<file path="src/rtl/cell_stim_pkg.sv">
// Shared types and constants for the standard-cell stimulus sequencer.
// Holds the FSM state encoding, the Gray-code helper and the default OAI222 truth table.
package cell_stim_pkg;

  typedef enum logic [2:0] {
    S_IDLE,
    S_LOAD,
    S_SETTLE,
    S_SAMPLE,
    S_FINISH
  } state_e;

  // Bit i is the expected QN of a 6-input OAI222 for input vector i (STIM[0]=IN1 .. STIM[5]=IN6).
  localparam logic [63:0] OAI222_TT = 64'h111F_111F_111F_FFFF;

  localparam int GRAY_W = 16;

  function automatic logic [GRAY_W-1:0] bin2gray(input logic [GRAY_W-1:0] b);
    return b ^ (b >> 1);
  endfunction

endpackage

</file>
<file path="src/rtl/stim_settle_timer.sv">
// Small down-counter that paces how long each stimulus vector is held before sampling.
// Loaded on entry to the settle phase; o_expire is high once the count has reached zero.
module stim_settle_timer (
  input  logic       i_clk,
  input  logic       i_rst,
  input  logic       i_load,
  input  logic [3:0] i_loadVal,
  input  logic       i_en,
  output logic       o_expire
);

  logic [3:0] r_count;

  always_ff @(posedge i_clk or posedge i_rst) begin
    if (i_rst) begin
      r_count <= 4'd0;
    end else if (i_load) begin
      r_count <= i_loadVal;
    end else if (i_en && (r_count != 4'd0)) begin
      r_count <= r_count - 4'd1;
    end
  end

  assign o_expire = (r_count == 4'd0);

endmodule

</file>
<file path="src/rtl/cell_stim_sequencer.sv">
// Walks every input vector of one combinational cell in binary or Gray order, samples the cell
// output a fixed number of cycles after each update and scores it against a truth-table model.
module cell_stim_sequencer
  import cell_stim_pkg::*;
#(
  parameter int                   N_IN   = 6,
  parameter int                   SETTLE = 2,
  parameter logic [(1<<N_IN)-1:0] TT     = OAI222_TT
) (
  input  logic            i_clk,
  input  logic            i_rst,
  input  logic            i_start,
  input  logic            i_gray,
  output logic [N_IN-1:0] o_stim,
  input  logic            i_dutQ,
  output logic            o_busy,
  output logic            o_done,
  output logic [N_IN:0]   o_errCnt,
  output logic [N_IN:0]   o_tglCnt,
  output logic            o_failValid,
  output logic [N_IN-1:0] o_failVec
);

  localparam int            KW         = N_IN + 1;
  localparam logic [KW-1:0] K_LAST     = KW'((1 << N_IN) - 1);
  localparam logic [3:0]    TIMER_LOAD = 4'(SETTLE >= 2 ? SETTLE - 2 : 0);
  // With a one-cycle settle the SETTLE state would have zero length, so it is skipped entirely.
  localparam bit            HAS_WAIT   = (SETTLE > 1);

  state_e          r_state;
  state_e          w_nextState;
  logic            r_gray;
  logic [KW-1:0]   r_k;
  logic [N_IN-1:0] r_stim;
  logic [KW-1:0]   r_errCnt;
  logic [KW-1:0]   r_tglCnt;
  logic            r_failValid;
  logic [N_IN-1:0] r_failVec;
  logic            r_prevQ;

  logic            w_timerLoad;
  logic            w_timerExpire;
  logic            w_mismatch;
  logic            w_lastVec;
  logic [KW-1:0]   w_kNext;
  logic [N_IN-1:0] w_nextStim;

  stim_settle_timer u_timer (
    .i_clk     (i_clk),
    .i_rst     (i_rst),
    .i_load    (w_timerLoad),
    .i_loadVal (TIMER_LOAD),
    .i_en      (r_state == S_SETTLE),
    .o_expire  (w_timerExpire)
  );

  assign w_kNext    = r_k + KW'(1);
  assign w_lastVec  = (r_k == K_LAST);
  assign w_mismatch = (i_dutQ != TT[r_stim]);
  assign w_nextStim = r_gray ? N_IN'(bin2gray(GRAY_W'(w_kNext))) : N_IN'(w_kNext);

  always_ff @(posedge i_clk or posedge i_rst) begin
    if (i_rst) begin
      r_state <= S_IDLE;
    end else begin
      r_state <= w_nextState;
    end
  end

  always_comb begin
    w_nextState = r_state;
    w_timerLoad = 1'b0;
    o_busy      = 1'b0;
    o_done      = 1'b0;
    case (r_state)
      S_IDLE: begin
        if (i_start) begin
          w_nextState = S_LOAD;
        end
      end
      S_LOAD: begin
        o_busy      = 1'b1;
        w_timerLoad = 1'b1;
        w_nextState = HAS_WAIT ? S_SETTLE : S_SAMPLE;
      end
      S_SETTLE: begin
        o_busy = 1'b1;
        if (w_timerExpire) begin
          w_nextState = S_SAMPLE;
        end
      end
      S_SAMPLE: begin
        o_busy = 1'b1;
        if (w_lastVec) begin
          w_nextState = S_FINISH;
        end else begin
          w_timerLoad = 1'b1;
          w_nextState = HAS_WAIT ? S_SETTLE : S_SAMPLE;
        end
      end
      S_FINISH: begin
        o_done      = 1'b1;
        w_nextState = S_IDLE;
      end
      default: begin
        w_nextState = S_IDLE;
      end
    endcase
  end

  // Results are cleared only at LOAD so they stay readable after DONE until the next run.
  always_ff @(posedge i_clk or posedge i_rst) begin
    if (i_rst) begin
      r_gray      <= 1'b0;
      r_k         <= '0;
      r_stim      <= '0;
      r_errCnt    <= '0;
      r_tglCnt    <= '0;
      r_failValid <= 1'b0;
      r_failVec   <= '0;
      r_prevQ     <= 1'b0;
    end else begin
      case (r_state)
        S_IDLE: begin
          if (i_start) begin
            r_gray <= i_gray;
          end
        end
        S_LOAD: begin
          r_k         <= '0;
          r_stim      <= '0;
          r_errCnt    <= '0;
          r_tglCnt    <= '0;
          r_failValid <= 1'b0;
          r_failVec   <= '0;
        end
        S_SAMPLE: begin
          if (w_mismatch) begin
            r_errCnt <= r_errCnt + KW'(1);
            if (!r_failValid) begin
              r_failValid <= 1'b1;
              r_failVec   <= r_stim;
            end
          end
          if ((r_k != '0) && (i_dutQ != r_prevQ)) begin
            r_tglCnt <= r_tglCnt + KW'(1);
          end
          r_prevQ <= i_dutQ;
          if (!w_lastVec) begin
            r_k    <= w_kNext;
            r_stim <= w_nextStim;
          end
        end
        default: begin
        end
      endcase
    end
  end

  assign o_stim      = r_stim;
  assign o_errCnt    = r_errCnt;
  assign o_tglCnt    = r_tglCnt;
  assign o_failValid = r_failValid;
  assign o_failVec   = r_failVec;

endmodule

</file>
<file path="config.mk">
export PLATFORM = sky130hd
export DESIGN_NAME = cell_stim_sequencer
export DESIGN_NICKNAME = d
export VERILOG_FILES = /design/src/rtl/cell_stim_pkg.sv /design/src/rtl/stim_settle_timer.sv /design/src/rtl/cell_stim_sequencer.sv
export SDC_FILE = /design/constraint.sdc
export NUM_CORES = 1
export LEC_CHECK = 0
export ABC_AREA = 1
export ABC_CLOCK_PERIOD_IN_PS = 1500
export BUFFER_PORTS_ARGS = -buffer_cell sky130_fd_sc_hd__buf_4
export CAP_MARGIN = 20
export CELL_PAD_IN_SITES_DETAIL_PLACEMENT = 1
export CELL_PAD_IN_SITES_GLOBAL_PLACEMENT = 1
export CORE_ASPECT_RATIO = 1.1
export CORE_MARGIN = 2
export CORE_UTILIZATION = 39
export DETAILED_ROUTE_END_ITERATION = 16
export PLACE_DENSITY = 0.79
export SLEW_MARGIN = 20
export SYNTH_ARGS = -nofsm -noshare
export SYNTH_HDL_FRONTEND = slang
export SYNTH_SLANG_ARGS = --single-unit
</file>
<file path="constraint.sdc">
create_clock -name i_clk -period 1.5 [get_ports i_clk]
set_clock_uncertainty 0.2 [all_clocks]
set_input_delay 0.3 -clock i_clk [delete_from_list [all_inputs] [get_ports i_clk]]
set_output_delay 0.3 -clock i_clk [all_outputs]
set_load 0.01 [all_outputs]
</file>
## Word-level counts from Yosys, hierarchy flattened

Memories as Yosys holds them, arrays and structs flattened.
Index checks and enable logic that the tools add are counted.

- Bits of input ports: 5
- Register bits after elaboration: 43
- Logic and storage cells: 70
- Output and inout bits: 29
- Memories: 1
- Bits in latches: 0
- Memory bits (read-only): 64
- Memory bits (writable): 0

- $add $sub $neg: 4
- Shifts and indexed selects: 0
- $mul: 0
- Mux-type cells: 25
- Equal/unequal tests: 13
- Bitwise gates (word level): 1
- Div/mod/pow operators: 0
- Order comparisons: 1
- Reductions and logical operators: 15

Memory list:

| name | words | width | read ports | clocked after memory_dff | write ports | RTL line | source |
|---|---|---|---|---|---|---|---|
| (name not given) | 64 | 1 | 1 | 0 | 0 | cell_stim_sequencer.sv:59 | `assign w_mismatch = (i_dutQ != TT[r_stim]);` |

Operators by type and width:

| kind | number |
|---|---|
| $pmux 7 s2 | 3 |
| $mux 6 | 4 |
| $pmux 6 s2 | 2 |
| $add 7x1->7 const B | 3 |
| $mux 7 | 3 |
| $ne 2x2->1 const B | 6 |
| $pmux 3 s4 | 1 |
| $reduce_and 2->1 | 5 |
| $mux 3 | 3 |
| $mux 4 | 2 |
| $eq 7x6->1 const B | 1 |
| $lt 6x7->1 const B | 1 |
| $reduce_bool 7->1 | 1 |
| $eq 3x2->1 const B | 2 |
| $xor 6x6->6 | 1 |
| $mux 1 | 5 |
| $logic_not 4->1 | 1 |
| $pmux 1 s2 | 2 |
| $reduce_bool 2->1 | 2 |
| $reduce_bool 4->1 | 1 |
| $sub 4x1->4 const B | 1 |
| $eq 3x1->1 const B | 1 |
| $eq 3x3->1 const B | 1 |
| $logic_not 3->1 | 1 |
| 4 further kinds | 6 |

## Longest topological paths before layout

Gate-level depths: netlist (run 1).

- Depth after elaboration: 5
- Depth in mapped cells: 10
- Mapped depth without buffers: 9

## Hierarchy

Synthesis (run 1) repeated with hierarchy kept, for this count alone.

- Cell total of the unflattened synthesis: 310
- Area total of the unflattened synthesis: 2,402.3 um^2

Modules (own cells, without submodules):

| module | seq. area each (um^2) | instances | area each (um^2) | cells an instance |
|---|---|---|---|---|
| cell_stim_sequencer | 975.9 | 1 | 2,103.3 | 263 |
| stim_settle_timer | 100.1 | 1 | 299.0 | 47 |

## Worst setup path before layout (run 1)

OpenSTA, ideal clock, no wires.

- Path kind: register to register
- From: reg r_k[0]
- To: reg r_stim[1], in the netlist o_stim[1]
- Data arrival time: 1.287 ns
- Slack: -0.107 ns
- Setup time: 0.121 ns
- Data required time: 1.179 ns
- Clock period less this slack: 1.607 ns
- Stages on the path, launching flop included: 7
- Cell sequence: dfrtp_1 ha_1 xor2_1 nand2_1 xor2_1 nand2_1 o21ai_1

- Longest elaborated chain between the ends: 5
- Elaborated cells between the ends (all ways): 8

RTL lines:

| element | RTL line | source |
|---|---|---|
| from (decl) | cell_stim_sequencer.sv:33 | `logic [KW-1:0] r_k;` |
| from (signal assigned) | cell_stim_sequencer.sv:150 | `r_k <= w_kNext;` |
| $add 7x1->7 | cell_stim_sequencer.sv:57 | `assign w_kNext = r_k + KW'(1);` |
| $xor 6x6->6 | cell_stim_pkg.sv:19 | `return b ^ (b >> 1);` |
| $mux 6 | cell_stim_sequencer.sv:60 | `assign w_nextStim = r_gray ? N_IN'(bin2gray(GRAY_W'(w_kNext))) : N_IN'(w_kNext);` |
| $mux 6 | cell_stim_sequencer.sv:149 | `if (!w_lastVec) begin` |
| $pmux 6 s2 | cell_stim_sequencer.sv:123 | `case (r_state)` |
| to (signal assigned) | cell_stim_sequencer.sv:151 | `r_stim <= w_nextStim;` |
| to (decl) | cell_stim_sequencer.sv:34 | `logic [N_IN-1:0] r_stim;` |

Parallel ways exist; a longest one is shown, timed or not. The select of a mux whose other input is x is not followed.
A chain may end at the register's enable or synchronous reset.

## Final worst setup path (run 1)

- From: reg r_stim[3], in the netlist o_stim[3]
- To: reg r_errCnt[1], in the netlist o_errCnt[1]

- Longest elaborated chain between the ends: 5

RTL lines:

| element | RTL line | source |
|---|---|---|
| $mem_v2 64x1 | n/a |  |
| $mux 1 (not written as such) | cell_stim_sequencer.sv:59 |  |
| $ne 1x1->1 | cell_stim_sequencer.sv:59 |  |
| $ne 2x2->1 (no line) | n/a |  |
| $reduce_and 2->1 (no line) | n/a |  |
| to (signal assigned) | cell_stim_sequencer.sv:139 | `r_errCnt <= r_errCnt + KW'(1);` |
| to (decl) | cell_stim_sequencer.sv:35 | `logic [KW-1:0] r_errCnt;` |

Every way passes these cells. The select of a mux whose other input is x is not followed.

==> results.yml, run 1 <==
finish:
  drive_gt1_share_pct: 57.80
  final-seq-area_um2: 1086
  fillerInstances: 666
  diodes: 0
  multiInputGateArea_um2: 1643
  area_delta_synth_final_pct: 63.84
  fin_nets: 400
route:
  ant_nets: 0
  dr.pass1.iters: 4
  route.met3.wl_um: 470
  route.met2.wl_mm: 6.061
  wl_met1_mm: 4.310
  drc: 0
  routedWlPerCell_um: 24.19
  drtIter0Drc: 105
  wirelength_mm: 11.39
  viasPerCell: 5.550
  vias: 2614
  highest_layer: "met4"
min_path:
  min_path_type: "input port to register"
  hold_depth: 3
die:
  coreArea_um2: 6156
  initial_core_util_pct: 40.08
  dieArea_um2: 6980
  dieWidth_um: 79.84
  ios: 34
  die_y_um: 87.42
  fp-row-count: 30
clocking:
  clock_sinks: 43
  numCtsBuffers: 5
  cts_max_level: 2
  cts_tree: "yes"
  clock_latency_ns: 0.31
  cts.clk_slew.worst_paths_ns: 0.09
  clock-root-buffer: "clkbuf_8"
  cts_buffer_depth: 2
yosys:
  synth.ff_latch_count: 43
  syn_avg_cell_area_um2: 8.812
  syn-cell-area_um2: 2467
  synth.distinct_cells: 33
  yosysSeqAreaShare_pct: 43.61
  synth_compound_area_share_pct: 6.389
  synthSimpleGateAreaFrac_pct: 34.74
  async_reset_ff_share_pct: 100.0
  syn_nets: 290
  synthXorXnorAreaFrac_pct: 5.680
  synth_cells: 280
  synth-edff-count: 0
  synth_top_flop_cell: "dfrtp_1"
  yosys_warnings: 0
  synthMuxAreaShare_pct: 0
  yosys.area_share.adder_pct: 2.535
  synth_top_family_by_area: "simple AND/OR/NAND/NOR gates"
global_route:
  grt_overflow_total: 0
  grt_pass1_wl_mm: 14.13
  grt_pass1_vias: 2725
  grt_usage_pct: 27.19
  antenna_found_initial: 0
  grt_max_degree: 31
sta:
  final.setup.worst_slack_ns: -0.2786
  hold_viol_final: 0
  finalCritPeriodShare_pct: 118.6
  fmax_mhz: 562.3
  max-slew-margin-rel_pct: 67.51
  fin_setup_tns_ns: -6.584
  worst_pin_slew_ns: 0.4822
  slew_violations: 0
  finalSetupViolCount: 44
  grt_setup_unrepaired: "yes"
  fin_crit_ns: 1.779
place:
  dpl.hpwl_mm: 4.738
  place.gp.congestion: 0.8695
  io_buffers: 33
power_and_ir_drop:
  power.leakage_nw: 1.919
  p_total_w: 0.007373
  powerDensity_nw_per_um2: 1824
  ir_worst_vdd_mv: 0.7932
worst_setup_path:
  critical_path_peak_fanout: 8
  critPathKind: "register to register"
  worst_setup_path_end_kind: "register"
  worstSetupStartpointType: "register"
  cp.arrival_ns: 1.82
  r2r_cells: 8
  cp.required_ns: 1.55
status:
  violations: "setup timing"
  status: "finished, violations left"
job:
  max-cap-violations: 0
## power breakdown
part / leakage, nW / internal, W / total [W] / switching, W
registers: 0.570 / 0.00139 / 0.00170 / 0.000304
logic: 1.28 / 0.00193 / 0.00453 / 0.00260
clock network: 0.0644 / 0.000665 / 0.00115 / 0.000486
## layout by cell type, fill, tap and decap left out, drive strengths merged
master	count
o22ai	5
dlygate4sd3	1
clkbuf	5
nand4	13
nor3	2
or2	1
nand3b	3
inv	32
a21oi	3
clkinv	2
dfrtp	43
nand3	32
o211a	1
xor2	13
nand2	84
ha	5
bufinv	2
xnor2	3
o21ai	15
nor2	21
clkinvlp	2
buf	103
## critical path, cell delays in order (launching register included)
cell and delay (ns):
dfrtp_1 0.39, inv_1 0.08, nand2_1 0.18, nand3_1 0.15, nand3_4 0.15, nand2_8 0.12, nor2_8 0.20, nand2_1 0.12
nand2_1 0.10
## state kept, by name, summed over array words and instances (netlist names)
register         cells
o_tglCnt             7
o_failValid          1
r_state              3
r_k                  7
r_prevQ              1
o_stim               6
o_errCnt             7
r_gray               1
u_timer.r_count      4
o_failVec            6
## Yosys cell counts, types with 4 or more instances
| cell type | number | area [µm²] |
|---|---|---|
| dfrtp_1 | 43 | 1076 |
| ha_1 | 5 | 62.56 |
| inv_1 | 29 | 108.9 |
| nand2_1 | 72 | 270.3 |
| nand2_2 | 5 | 31.28 |
| nand3_1 | 25 | 125.1 |
| nand3_2 | 4 | 40.04 |
| nand4_1 | 12 | 75.07 |
| nor2_1 | 16 | 60.06 |
| o21ai_0 | 7 | 35.03 |
| o21ai_2 | 7 | 61.31 |
| o22ai_1 | 5 | 31.28 |
| xor2_1 | 13 | 113.9 |
## cells by family (layout without fill, tap and decap cells)
family	Yosys count	count (layout)
and+or+nand+nor	154	156
DFF	43	43
buffers and inverters	38	147
AOI/OAI and AO/OA	24	24
xor gates and xnor gates	16	16
adders and majority gates	5	5
## stage by stage
stage / worst slack (ns) / util [%] / cell area (µm²) / cells / hold WS, ns
finish: -0.2786 / 65.67 / 4043 / 471 / 0.07123
global route: -0.3374 / 65.67 / 4043 / 471 / 0.07424
CTS: -0.1321 / 59.09 / 3637 / 449 / 0.02852
detailed placement: -0.1244 / 49.55 / 3050 / 419 / 0.09654
global placement: -0.07161 / 49.55 / 3050 / 419 / 0.09423
floorplan: 0.01855 / - / 2494 / 280 / 0.09788
## layout make-up
| class | count | share of cell area (%) |
|---|---|---|
| multi-input combinational | 201 | 40.64 |
| inverter | 34 | 4.116 |
| clock inverter | 3 | 1.671 |
| tap | 80 | 2.476 |
| timing repair inverter | 1 | 0.2786 |
| clock buffer | 5 | 1.702 |
| timing repair buffer | 104 | 22.25 |
| sequential | 43 | 26.86 |
## layer usage
layer,GRT usage [%],vias up
met2,50.57,109
met1,27.50,1331
li1,-,1134
met3,5.602,40
met5,0,-
met4,16.80,0
## final timing paths
kind                                            to                from  slack [ns]
worst max-delay path                   o_errCnt[1]           o_stim[3]       -0.28
worst min-delay path                        r_gray              i_gray        0.07
worst max register to register         o_errCnt[1]           o_stim[3]       -0.28
worst min register to register  u_timer.r_count[3]  u_timer.r_count[3]        0.35
max in group asynchronous                   r_k[3]               i_rst        0.29
min in group asynchronous             o_failVec[4]               i_rst        0.31
## timing repair
item / in CTS / in global routing
endpoints found under the setup margin: 41 / 50
resized for setup: 67 / 60
buffers inserted: 20 / 24
pin swaps: 16 / 17
hold endpoints to repair: 13 / 0
hold buffers: 1 / 0
gates cloned: 2 / 1
Power figures use the tool's default switching activity.
==> run 2: changes to the inputs <==
- ABC_AREA: 1 -> not set
- CORE_MARGIN: 2 -> not set
==> results.yml, run 2 <==
sta:
  grt_setup_unrepaired: "yes"
  worst_pin_slew_ns: 0.4195
  finalSetupViolCount: 53
  fin_crit_ns: 2.260
  final.setup.worst_slack_ns: -0.7596
  fmax_mhz: 442.6
  finalCritPeriodShare_pct: 150.6
  hold_viol_final: 0
  fin_setup_tns_ns: -17.43
  slew_violations: 0
  max-slew-margin-rel_pct: 71.93
worst_setup_path:
  worstPathCellList: "inv_2 > ha_4 > or4b_4 > o31ai_4 > a21oi_1 > xnor2_1 > nor2_1"
  crit_path_max_incr_delay_ns: 0.50
  cp.required_ns: 1.47
  crit_path_top_delay_cell: "or4b_4"
  r2r-end: "o_tglCnt[2]"
  crit_buf_inv: 1
  r2r-start: "r_k[1]"
  critPathKind: "register to register"
  critical-path-top-delay-family: "simple AND/OR/NAND/NOR gates"
  worst_setup_path_end_kind: "register"
  worstSetupStartpointType: "register"
  r2r_cells: 7
  critical_path_peak_fanout: 3
  worst_setup_path_startpoint: "r_k[1]"
  cp.arrival_ns: 2.23
  r2r_setup_slack_ns: -0.76
power_and_ir_drop:
  p_total_w: 0.007047
  p_clk_share_pct: 13.5
  power.leakage_nw: 1.738
  powerDensity_nw_per_um2: 1795
  combPwrFrac_pct: 61.1
  intPower_w: 0.003838
  p_sw_share_pct: 45.53
  p_switching_w: 0.003208
  ir_worst_vdd_mv: 1.044
  pwr-share-seq_pct: 25.4
yosys:
  syn-cell-area_um2: 2242
  async_reset_ff_share_pct: 100.0
  synthXorXnorAreaFrac_pct: 5.859
  synth.ff_latch_count: 43
  synthSimpleGateAreaFrac_pct: 17.63
  yosys_warnings: 0
  synth-edff-count: 0
  yosys.area_share.adder_pct: 2.790
  yosysTopAreaCell: "dfrtp_1"
  yosysSeqAreaShare_pct: 47.99
  synth_common_cells: "dfrtp_1, nand2_1, nor2_1, o21ai_0, inv_1"
  syn_avg_cell_area_um2: 9.664
  yosysMostFrequentCell: "dfrtp_1"
  synth.distinct_cells: 47
  synth_area_leaders: "dfrtp_1, nand2_1, nor2_1, o21ai_0, xor2_1"
  synth_compound_area_share_pct: 19.25
  synth_top_family_by_area: "compound AO/OA/AOI/OAI gates"
  synth_top_flop_cell: "dfrtp_1"
  synthMuxAreaShare_pct: 1.786
  synth_top_area_share_pct: 47.99
  syn_nets: 242
  synth_cells: 232
route:
  drc: 0
  viasPerCell: 6.252
  drtIter0Drc: 143
  vias: 2632
  routedWlPerCell_um: 29.43
  ant_nets: 0
  dr.pass1.iters: 5
  wirelength_mm: 12.39
min_path:
  hold_depth: 3
  min_path_type: "input port to register"
  timing.hold.worst_endpoint: "r_gray"
  hold_start: "i_gray"
finish:
  stdcell_area_um2: 3925
  final_common_cell: "buf_4"
  diodes: 0
  drive_gt1_share_pct: 57.23
  final_util_pct: 71.82
  most-common-layout-cells: "buf_4, dfrtp_1, buf_6"
  fin_nets: 356
  area_delta_synth_final_pct: 75.06
clocking:
  clock-root-buffer: "clkbuf_8"
  clock_latency_ns: 0.32
  numCtsBuffers: 5
  cts_tree: "yes"
  clock_sinks: 43
  cts_buffer_depth: 2
  cts.clk_slew.worst_paths_ns: 0.10
  cts_max_level: 2
global_route:
  grt_pass1_vias: 2760
  grt_usage_pct: 38.07
  grt_pass1_wl_mm: 16.18
  grt_max_degree: 28
  grt_overflow_total: 0
  antenna_found_initial: 0
place:
  place.gp.congestion: 0.8188
  io_buffers: 33
  dpl.hpwl_mm: 5.301
  place_area_um2: 3074
die:
  ios: 34
  initial_core_util_pct: 41.03
  dieWidth_um: 74.30
  fp-row-count: 28
  die_y_um: 81.53
  coreArea_um2: 5465
  dieArea_um2: 6057
job:
  max-cap-violations: 0
status:
  status: "finished, violations left"
  violations: "setup timing"
run 2: layout make-up:
class / instances / area [µm²]
Tap cell: 75 / 93.84
Multi-Input combinational cell: 168 / 1565
Fill cell: 544 / 1540
Sequential cell: 43 / 1077
Timing Repair Buffer: 116 / 1030
Clock inverter: 1 / 30.03
Inverter: 12 / 56.30
Clock buffer: 6 / 72.57
run 2: per-stage QoR:
step	instances	setup WS [ns]	hold WS, ns
floorplan	232	-0.5196	0.09788
global placement	390	-0.4630	0.1485
CTS	416	-0.5608	0.002232
finish	421	-0.7596	0.008777
global route	421	-0.7915	0.02145
detailed placement	390	-0.5477	0.1572
run 2: repair_timing:
action / CTS / global route
setup buffers: 19 / 9
endpoints found under the hold margin: 43 / 0
endpoints found under the setup margin: 45 / 56
hold buffers: 1 / 0
gates resized for setup: 87 / 58
pin swaps: 38 / 12
cloned: 1 / 0
run 2: logic make-up after synthesis:
logic type | after synthesis
simple gates | 84
compound gates | 59
flops | 43
buf+inv | 22
xor+xnor | 15
fa+ha+maj | 5
mux | 4
run 2: worst min-delay path: cells and delay by family:
family	cells	cell delay [ns]
and+or+nand+nor	1	0.04
AOI/OAI and AO/OA	1	0.07
buffers and inverters	1	0.08
run 2: power groups by stage:
stage                     sequential [W]  combinational, W  clock (W)
after floorplan                  0.00182           0.00126          0
after global placement           0.00166           0.00268          0
after detailed placement         0.00169           0.00279          0
after CTS                        0.00168           0.00346   0.000900
after global routing             0.00179           0.00442   0.000980
final                            0.00179           0.00431   0.000952
run 2: worst max path at each step:
stage	slack, ns	to	cells past startpoint
3_5_place_dp	-0.55	o_tglCnt[5]	7
6_report	-0.76	o_tglCnt[2]	7
4_1_cts	-0.56	o_tglCnt[4]	7
3_3_place_gp	-0.46	o_tglCnt[3]	7
5_1_grt	-0.79	o_tglCnt[2]	7
2_1_floorplan	-0.52	o_tglCnt[5]	7
run 2: metal layers:
metal  share of wire [%]  vias to the layer above  global-route usage [%]
met2                  51                      146                   64.82
met4                 6.6                        0                   26.98
met3                 5.3                       67                   7.730
li1                    -                     1051                       -
met5                   0                        -                       0
met1                  37                     1368                   42.17
==> run 3: changes to the inputs <==
- CORE_ASPECT_RATIO: 1.1 -> 1.25
==> results.yml, run 3 (same netlist as run 2, synthesis figures left out) <==
global_route:
  met2_usage_pct: 63.11
  grt_pass1_vias: 2714
  antenna_found_initial: 0
  grt_use_met1_pct: 41.25
  grt_pass1_wl_mm: 15.77
  grt.busiest_layer: "met2"
  grt_usage_pct: 34.80
  grtUsageMet3_pct: 5.116
  grt_max_degree: 21
  grt_overflow_total: 0
clocking:
  cts_max_level: 2
  clock_latency_ns: 0.31
  cts.clk_slew.worst_paths_ns: 0.09
  numCtsBuffers: 5
  cts_buffer_depth: 2
  cts_tree: "yes"
  clock-root-buffer: "clkbuf_8"
  clock_sinks: 43
power_and_ir_drop:
  p_clk_share_pct: 11.0
  intPower_w: 0.003852
  powerDensity_nw_per_um2: 1751
  pwr-share-seq_pct: 25.4
  ir_worst_vdd_mv: 1.028
  p_switching_w: 0.003130
  power.leakage_nw: 1.774
  p_sw_share_pct: 44.84
  combPwrFrac_pct: 63.7
die:
  dieArea_um2: 6059
  ios: 34
  initial_core_util_pct: 40.91
  coreArea_um2: 5480
  die_y_um: 86.78
  dieWidth_um: 69.82
  fp-row-count: 30
worst_setup_path:
  worst_setup_path_startpoint: "r_k[0]"
  worstSetupStartpointType: "register"
  critical_path_peak_fanout: 3
  cp.arrival_ns: 2.22
  crit_path_max_incr_delay_ns: 0.50
  crit_end: "o_tglCnt[3]"
  r2r-start: "r_k[0]"
  r2r_cells: 7
  critPathKind: "register to register"
  r2r_setup_slack_ns: -0.74
  r2r-end: "o_tglCnt[3]"
  crit_path_top_delay_cell: "or4b_4"
  worstPathCellList: "inv_2 > ha_4 > or4b_4 > o311a_4 > nand4_1 > xor2_1 > nor2_1"
  cp.required_ns: 1.48
  worst_setup_path_end_kind: "register"
finish:
  multiInputGateArea_um2: 1536
  final_common_cell: "buf_4"
  diodes: 0
  fin_nets: 369
  drive_gt1_share_pct: 57.78
  area_delta_synth_final_pct: 77.79
  final-seq-area_um2: 1076
  fillerInstances: 535
  most-common-layout-cells: "buf_4, dfrtp_1, buf_6"
route:
  ant_nets: 0
  vias: 2622
  drtIter0Drc: 195
  wirelength_mm: 11.80
  viasPerCell: 6.184
  dr.pass1.iters: 7
  drc: 0
  routedWlPerCell_um: 27.82
job:
  max-cap-violations: 0
sta:
  worst_pin_slew_ns: 0.5061
  fmax_mhz: 447.2
  slew_violations: 0
  finalCritPeriodShare_pct: 149.1
  finalSetupViolCount: 48
  hold_viol_final: 0
  grt_setup_unrepaired: "yes"
  max-slew-margin-rel_pct: 66.19
  final.setup.worst_slack_ns: -0.7359
  whs_ns: 0.03432
  fin_crit_ns: 2.236
min_path:
  min_path_type: "input port to register"
place:
  io_buffers: 33
  place.gp.congestion: 0.8431
  dpl.hpwl_mm: 5.199
  place_worst_setup_slack_ns: -0.5588
status:
  status: "finished, violations left"
  violations: "setup timing"
-- run 3: worst min-delay path by stage --
stage	startpoint	end	slack [ns]	cells after the start
global route	i_gray	r_gray	0.03	3
floorplan	i_rst	o_errCnt[0]	0.1	1
detailed placement	i_rst	o_failVec[5]	0.14	2
finish	i_gray	r_gray	0.03	3
global placement	i_rst	o_failVec[5]	0.14	2
CTS	i_gray	r_gray	0.006	3
-- run 3: per-layer routing --
layer  up-vias  wire [µm]
met2       167       6053
met3        54        714
met5         -          0
met1      1313       4487
met4         0        540
li1       1088          -
-- run 3: cell type report --
class / instances / share of cell area [%]
Tap cell: 64 / 2.009
Clock inverter: 1 / 0.1255
Timing Repair Buffer: 130 / 29.19
Inverter: 12 / 1.224
Multi-Input combinational cell: 167 / 38.54
Clock buffer: 7 / 1.915
Sequential cell: 43 / 26.99
-- run 3: per-stage QoR --
step	instances	util (%)	area (µm²)	total power (W)	setup TNS (ns)
floorplan	232	-	2340	0.003083	-9.187
global placement	383	56.39	3090	0.004396	-11.18
detailed placement	383	56.39	3090	0.004536	-13.15
CTS	412	67.99	3726	0.006052	-11.72
global route	424	72.74	3986	0.007158	-19.13
finish	424	72.74	3986	0.006982	-17.04
-- run 3: power groups by stage --
stage / sequential [W] / combinational, W / clock [W]
after detailed placement: 0.00170 / 0.00284 / 0
after floorplan: 0.00182 / 0.00126 / 0
after global placement: 0.00167 / 0.00273 / 0
final: 0.00177 / 0.00444 / 0.000765
after global routing: 0.00179 / 0.00457 / 0.000800
after CTS: 0.00169 / 0.00362 / 0.000736
-- run 3: critical path, delay by kind of cell, from the launching register on --
| family | cells | cell delay (ns) |
|---|---|---|
| buffers and inverters | 1 | 0.08 |
| flip-flops | 1 | 0.42 |
| AND/OR/NAND/NOR | 3 | 0.69 |
| XOR/XNOR | 1 | 0.19 |
| AO/OA/AOI/OAI | 1 | 0.40 |
| adder cells (fa/ha/maj) | 1 | 0.12 |
-- run 3: timing repair --
item | 4_1_cts | 5_1_grt
buffers inserted | 22 | 17
resized for setup | 98 | 47
hold buffers | 1 | 0
setup endpoints to repair | 44 | 57
endpoints found under the hold margin | 17 | 0
pin swaps | 39 | 14
